File: config.mk
export PLATFORM = sky130hd
export DESIGN_NAME = instruction_fetch_flat
export DESIGN_NICKNAME = d
export VERILOG_FILES = /design/src/rtl/fetch_pkg.sv /design/src/rtl/instruction_fetch_if.sv /design/src/rtl/pc_reg.sv /design/src/rtl/instruction_fetch.sv /design/src/flat_wrapper.sv
export SDC_FILE = /design/constraint.sdc
export NUM_CORES = 1
export LEC_CHECK = 0
export CAP_MARGIN = 20
export CORE_MARGIN = 2
export CORE_UTILIZATION = 30
export DETAILED_ROUTE_END_ITERATION = 16
export PLACE_DENSITY = 0.61
export SLEW_MARGIN = 25
export SYNTH_ARGS = -nofsm -noshare
export SYNTH_HDL_FRONTEND = slang
export SYNTH_SLANG_ARGS = --single-unit
File: constraint.sdc
create_clock -name clock -period 1.6 [get_ports clock]
set_input_delay 0.32 -clock clock [delete_from_list [all_inputs] [get_ports clock]]
set_output_delay 0.32 -clock clock [all_outputs]
set_load 0.03 [all_outputs]
File: src/rtl/fetch_pkg.sv
// fetch_pkg: shared types and defaults for the instruction fetch stage.
package fetch_pkg;
  localparam int ADDR_W_DEF   = 16;
  localparam int RESET_PC_DEF = 0;
  localparam int TIMEOUT_DEF  = 15;
  localparam int INSTR_W      = 16;
  typedef enum logic [1:0] {IDLE, REQ, WAIT} state_t;
endpackage

File: src/rtl/instruction_fetch_if.sv
// instruction_fetch_if: instruction ROM read port between fetch stage and ROM.
interface instruction_fetch_if import fetch_pkg::*; #(parameter int ADDR_W = ADDR_W_DEF);
  logic [ADDR_W-1:0]  rom_addr;
  logic               rom_cen;
  logic               rom_ren;
  logic [INSTR_W-1:0] rom_data;
  logic               rom_valid;
  modport master (output rom_addr, rom_cen, rom_ren, input rom_data, rom_valid);
  modport slave  (input rom_addr, rom_cen, rom_ren, output rom_data, rom_valid);
endinterface

File: src/rtl/pc_reg.sv
// pc_reg: program counter with wrapping increment, immediate jump load and pending-jump latch.
module pc_reg #(
  parameter int ADDR_W   = 16,
  parameter int RESET_PC = 0
) (
  input  logic              clock,
  input  logic              reset,
  input  logic              idle,
  input  logic              jump_en,
  input  logic [ADDR_W-1:0] jump_target,
  input  logic              done,
  input  logic              abandon,
  output logic [ADDR_W-1:0] pc
);
  logic              pend;
  logic [ADDR_W-1:0] tgt;
  // a jump arriving on the closing cycle of a fetch is the newest pending target
  always_ff @(posedge clock) begin
    if (reset) begin
      pc   <= ADDR_W'(RESET_PC);
      pend <= 1'b0;
      tgt  <= '0;
    end else if (idle) begin
      if (jump_en) pc <= jump_target;
    end else if (done || abandon) begin
      pc   <= jump_en ? jump_target : pend ? tgt : done ? pc + 1'b1 : pc;
      pend <= 1'b0;
    end else if (jump_en) begin
      pend <= 1'b1;
      tgt  <= jump_target;
    end
  end
endmodule

File: src/rtl/instruction_fetch.sv
// instruction_fetch: fetch FSM issuing ROM reads, capturing the instruction register and link address.
module instruction_fetch import fetch_pkg::*; #(
  parameter int ADDR_W   = ADDR_W_DEF,
  parameter int RESET_PC = RESET_PC_DEF,
  parameter int TIMEOUT  = TIMEOUT_DEF
) (
  input  logic               clock,
  input  logic               reset,
  input  logic               fetch_req,
  input  logic               jump_en,
  input  logic [ADDR_W-1:0]  jump_target,
  input  logic               link_en,
  instruction_fetch_if.master rom,
  output logic [INSTR_W-1:0] instrucao,
  output logic               instr_valid,
  output logic [ADDR_W-1:0]  pc,
  output logic [ADDR_W-1:0]  pc_link,
  output logic               busy,
  output logic               fetch_fault
);
  localparam int CW = $clog2(TIMEOUT + 1);
  state_t        state, state_nxt;
  logic [CW-1:0] cnt;
  logic          done, abandon, cen;
  pc_reg #(.ADDR_W(ADDR_W), .RESET_PC(RESET_PC)) u_pc (
    .clock, .reset, .idle(state == IDLE), .jump_en, .jump_target, .done, .abandon, .pc
  );
  assign rom.rom_addr = pc;
  assign rom.rom_cen  = cen;
  assign rom.rom_ren  = cen;
  always_comb begin
    done      = state != IDLE && rom.rom_valid;
    abandon   = state != IDLE && !rom.rom_valid && cnt == CW'(TIMEOUT - 1);
    state_nxt = state == IDLE ? (fetch_req ? REQ : IDLE) : (done || abandon) ? IDLE : WAIT;
  end
  always_ff @(posedge clock) begin
    if (reset) state <= IDLE;
    else       state <= state_nxt;
  end
  // cen/busy are registered from the next state so they line up with REQ / non-IDLE
  always_ff @(posedge clock) begin
    if (reset) begin
      cnt         <= '0;
      instrucao   <= '0;
      instr_valid <= 1'b0;
      pc_link     <= '0;
      cen         <= 1'b0;
      busy        <= 1'b0;
      fetch_fault <= 1'b0;
    end else begin
      cnt         <= state == IDLE ? '0 : cnt + 1'b1;
      instr_valid <= done;
      cen         <= state_nxt == REQ;
      busy        <= state_nxt != IDLE;
      if (done)    instrucao   <= rom.rom_data;
      if (link_en) pc_link     <= pc;
      if (abandon) fetch_fault <= 1'b1;
    end
  end
endmodule

File: src/flat_wrapper.sv
// flat-port wrapper written by rule: the top's interface ports become plain ports
module instruction_fetch_flat import fetch_pkg::*;
#(
  parameter int ADDR_W   = ADDR_W_DEF,
  parameter int RESET_PC = RESET_PC_DEF,
  parameter int TIMEOUT  = TIMEOUT_DEF
)
  (clock, reset, fetch_req, jump_en, jump_target, link_en, instrucao, instr_valid, pc, pc_link, busy, fetch_fault, rom_rom_addr, rom_rom_cen, rom_rom_ren, rom_rom_data, rom_rom_valid);
  instruction_fetch_if #(.ADDR_W(ADDR_W)) rom_i ();
  input  logic clock;
  input  logic reset;
  input  logic fetch_req;
  input  logic jump_en;
  input  logic [ADDR_W-1:0] jump_target;
  input  logic link_en;
  output logic [INSTR_W-1:0] instrucao;
  output logic instr_valid;
  output logic [ADDR_W-1:0] pc;
  output logic [ADDR_W-1:0] pc_link;
  output logic busy;
  output logic fetch_fault;
  output wire logic [$bits(rom_i.rom_addr)-1:0] rom_rom_addr;
  output wire logic [$bits(rom_i.rom_cen)-1:0] rom_rom_cen;
  output wire logic [$bits(rom_i.rom_ren)-1:0] rom_rom_ren;
  input wire logic [$bits(rom_i.rom_data)-1:0] rom_rom_data;
  input wire logic [$bits(rom_i.rom_valid)-1:0] rom_rom_valid;
  assign rom_rom_addr = rom_i.rom_addr;
  assign rom_rom_cen = rom_i.rom_cen;
  assign rom_rom_ren = rom_i.rom_ren;
  assign rom_i.rom_data = rom_rom_data;
  assign rom_i.rom_valid = rom_rom_valid;
  instruction_fetch #(.ADDR_W(ADDR_W), .RESET_PC(RESET_PC), .TIMEOUT(TIMEOUT)) u_core (.clock(clock), .reset(reset), .fetch_req(fetch_req), .jump_en(jump_en), .jump_target(jump_target), .link_en(link_en), .rom(rom_i), .instrucao(instrucao), .instr_valid(instr_valid), .pc(pc), .pc_link(pc_link), .busy(busy), .fetch_fault(fetch_fault));
endmodule
==> metrics.cfg <==
[status]
outcome = complete, but fails checks
violations = negative setup slack

[layout]
areaGrowthSynthToFinish_pct = 45.23
layout.cells.most_common = nand2_1
n_fill_cell = 1144
diodes = 0
final_cell_mix = nand2_1, dlygate4sd2_1, dfxtp_1
final_area_um2 = 5106
utilization_pct = 44.72
layout-drive-gt1-share_pct = 17.36
layout.nets = 566
multiInputGateArea_um2 = 1790
seq_area_um2 = 1515

[synth]
syn_area_um2 = 3516
synthAdderAreaFrac_pct = 1.068
synthCells = 417
synth_ff_type = dfxtp_1
avgSynthCellArea_um2 = 8.431
ys_ff_latch = 74
synth_cell_types = 56
yosysWarnings = 0
yosys.area_share.simple_pct = 21.71
synth_edf_count = 0
synthesis.nets = 458
synth-seq-area-share_pct = 42.14
synth_xor_area_share_pct = 1.246
synth.area.mux_share_pct = 6.263
synth_compound_area_share_pct = 18.15
synth_top_family_by_area = simple AND/OR/NAND/NOR gates
synthArstFlopShare_pct = 0

[timing]
period_minus_slack_ns = 1.601
setup_ws_ns = -0.001307
finalCritPeriodShare_pct = 100.1
rsz0062_at_grt = yes
hold_violations = 0
slew_headroom_pct = 65.39
setup_viol = 1
slew_violations = 0
tightestPinTransition_ns = 0.5191
tns_ns = -0.001307
max_freq_ghz = 0.6245
clock_skew_ns = 0.004877

[grt]
antenna_found_initial = 0
grt_max_degree = 28
gr-usage-all-layers_pct = 15.22
grt_overflow = 0
grt_pass1_vias = 3089
grtUsageMet1_pct = 19.21
grt_pass1_wl_um = 15550
top_usage_layer = met2
met3_usage_pct = 5.022
met2_usage_pct = 25.06

[critical_path]
cp_slowest_cell = dfxtp_4
r2r_end = u_core.u_pc.pc[6]
rr_startpoint = u_core.u_pc.pc[0]
cp_top_family = compound AO/OA/AOI/OAI gates
endpoint = u_core.u_pc.pc[6]
path_depth = 5
endpoint_kind = flop
max_stage_delay_ns = 0.40
crit_chain = ha_4 -> nand2_2 -> or3_1 -> a311o_1 -> a221oi_2
cp_max_fo = 6
path_class = reg2reg
crit_arrival_ns = 1.83
cp.required_ns = 1.83
cp-start-kind = flop
ff2ff_setup_slack_ns = -0.001
r2r_cells = 5
crit_buf_inv = 0
startpoint = u_core.u_pc.pc[0]

[cts]
cts_tree = done
cts_buffers = 9
htree_num_levels = 3
cts.sinks = 74
root_buffer = clkbuf_16
clkSlewWorstSetupHoldPaths_ns = 0.06
cts_hold_buf = 0
clock_latency_ns = 0.33
max-clock-path-buffers = 2

[floorplan]
die_w_um = 112.3
die_h_um = 112.3
coreArea_um2 = 11420
io_pins = 107
rows = 39
initial_utilization_pct = 30.79
dieArea_um2 = 12600

[place]
dp_hpwl_um = 7085
dpl-instance-area_um2 = 4811
io_buffers = 106
gpl.final_weighted_congestion = 0.8222

[routing]
drtIter0Drc = 139
detail_route.first_pass.iterations = 5
route.detailed.drc = 0
vias_per_cell = 4.917
vias = 3309
routed_wl_um = 9648
antenna_left = 0
wl_per_cell_um = 14.34

[pwr]
power_leakage_nw = 2.154
p_per_area_nw_per_um2 = 955.1
vdd_drop_max_mv = 0.4724

[min_path]
whs_path_depth = 1
hp-class = reg2reg

[flow_run]
max-cap-violations = 0

==> stage by stage <==
stage	setup slack, ns	power [W]	instances	hold slack, ns
after floorplan	0.001497	0.002705	417	0.4053
after global placement	-0.3097	0.003109	654	0.4396
after detailed placement	-0.4058	0.003122	654	0.4470
after CTS	0.008152	0.004923	670	0.4517
after global routing	-0.08497	0.005094	673	0.4565
final	-0.001307	0.004877	673	0.4419
==> where the power goes <==
part | leakage (nW) | switching [W] | internal (W)
combinational | 1.40 | 0.000547 | 0.000411
clock | 0.139 | 0.000726 | 0.00113
sequential | 0.611 | 0.000123 | 0.00194
total | 2.15 | 0.00140 | 0.00348
==> worst reg2reg max path, cell delays in order, from the launching register on <==
cell and delay, ns:
dfxtp_4 0.40, ha_4 0.18, nand2_2 0.06, or3_1 0.31
a311o_1 0.33, a221oi_2 0.24
==> logic make-up after synthesis <==
family / count (synthesis)
and+or+nand+nor: 164
xor gates and xnor gates: 5
adders and majority gates: 3
buffers and inverters: 55
AOI/OAI and AO/OA: 94
DFF: 74
muxes: 22
==> synthesized netlist by cell type, types with 2 or more instances <==
cell | count | share of area (%)
o311ai_0 | 3 | 0.75
a211oi_1 | 9 | 1.9
inv_1 | 9 | 0.96
and2_1 | 2 | 0.36
o32ai_1 | 3 | 0.75
nor2_1 | 34 | 3.6
dfxtp_1 | 74 | 42
or2_2 | 2 | 0.36
mux2i_1 | 22 | 6.3
a41oi_1 | 3 | 0.75
nand2_1 | 78 | 8.3
o211ai_1 | 2 | 0.43
or4_1 | 2 | 0.43
o21a_1 | 4 | 0.85
and4_1 | 2 | 0.50
nor4_1 | 5 | 0.89
buf_2 | 7 | 1.0
nand4_1 | 6 | 1.1
nand3_1 | 11 | 1.6
buf_6 | 5 | 1.6
buf_4 | 21 | 4.5
nor3b_1 | 2 | 0.43
ha_1 | 3 | 1.1
and3_1 | 5 | 0.89
o21ai_0 | 6 | 0.85
or3_1 | 2 | 0.36
nand2b_1 | 4 | 0.71
a21o_1 | 2 | 0.43
clkbuf_1 | 13 | 1.4
nor3_1 | 2 | 0.28
o21ba_2 | 2 | 0.57
xnor2_1 | 4 | 1.0
a21oi_1 | 45 | 6.4
==> layer usage <==
layer | wire length [µm] | vias to the layer above
li1 | - | 1661
met1 | 4330 | 1531
met2 | 4587 | 109
met3 | 646 | 8
met4 | 82 | 0
met5 | 0 | -
==> final cells by class <==
type / instances / share of cell area, %
Clock inverter: 3 / 0.2940
Clock buffer: 13 / 5.097
Sequential cell: 74 / 29.67
Multi-Input combinational cell: 288 / 35.06
Inverter: 9 / 0.6616
Timing Repair Buffer: 143 / 25.70
Tap cell: 143 / 3.504
==> worst min-delay path by stage <==
stage,start,end,slack (ns)
2_1_floorplan,rom_rom_valid,u_core.state[1],0.41
3_3_place_gp,u_core.u_pc.tgt[7],u_core.u_pc.tgt[7],0.44
3_5_place_dp,u_core.u_pc.tgt[9],u_core.u_pc.tgt[9],0.45
4_1_cts,u_core.instrucao[2],u_core.instrucao[2],0.45
5_1_grt,u_core.cnt[0],u_core.cnt[0],0.46
6_report,u_core.cnt[0],u_core.cnt[0],0.44
==> what timing repair did <==
item / CTS / global route
endpoints found under the hold margin: 0 / 0
buffers inserted: 0 / 3
pin swaps: 0 / 9
resized for setup: 72 / 17
setup endpoints to repair: 73 / 20
Note: power is estimated with default switching activity, not from simulation.
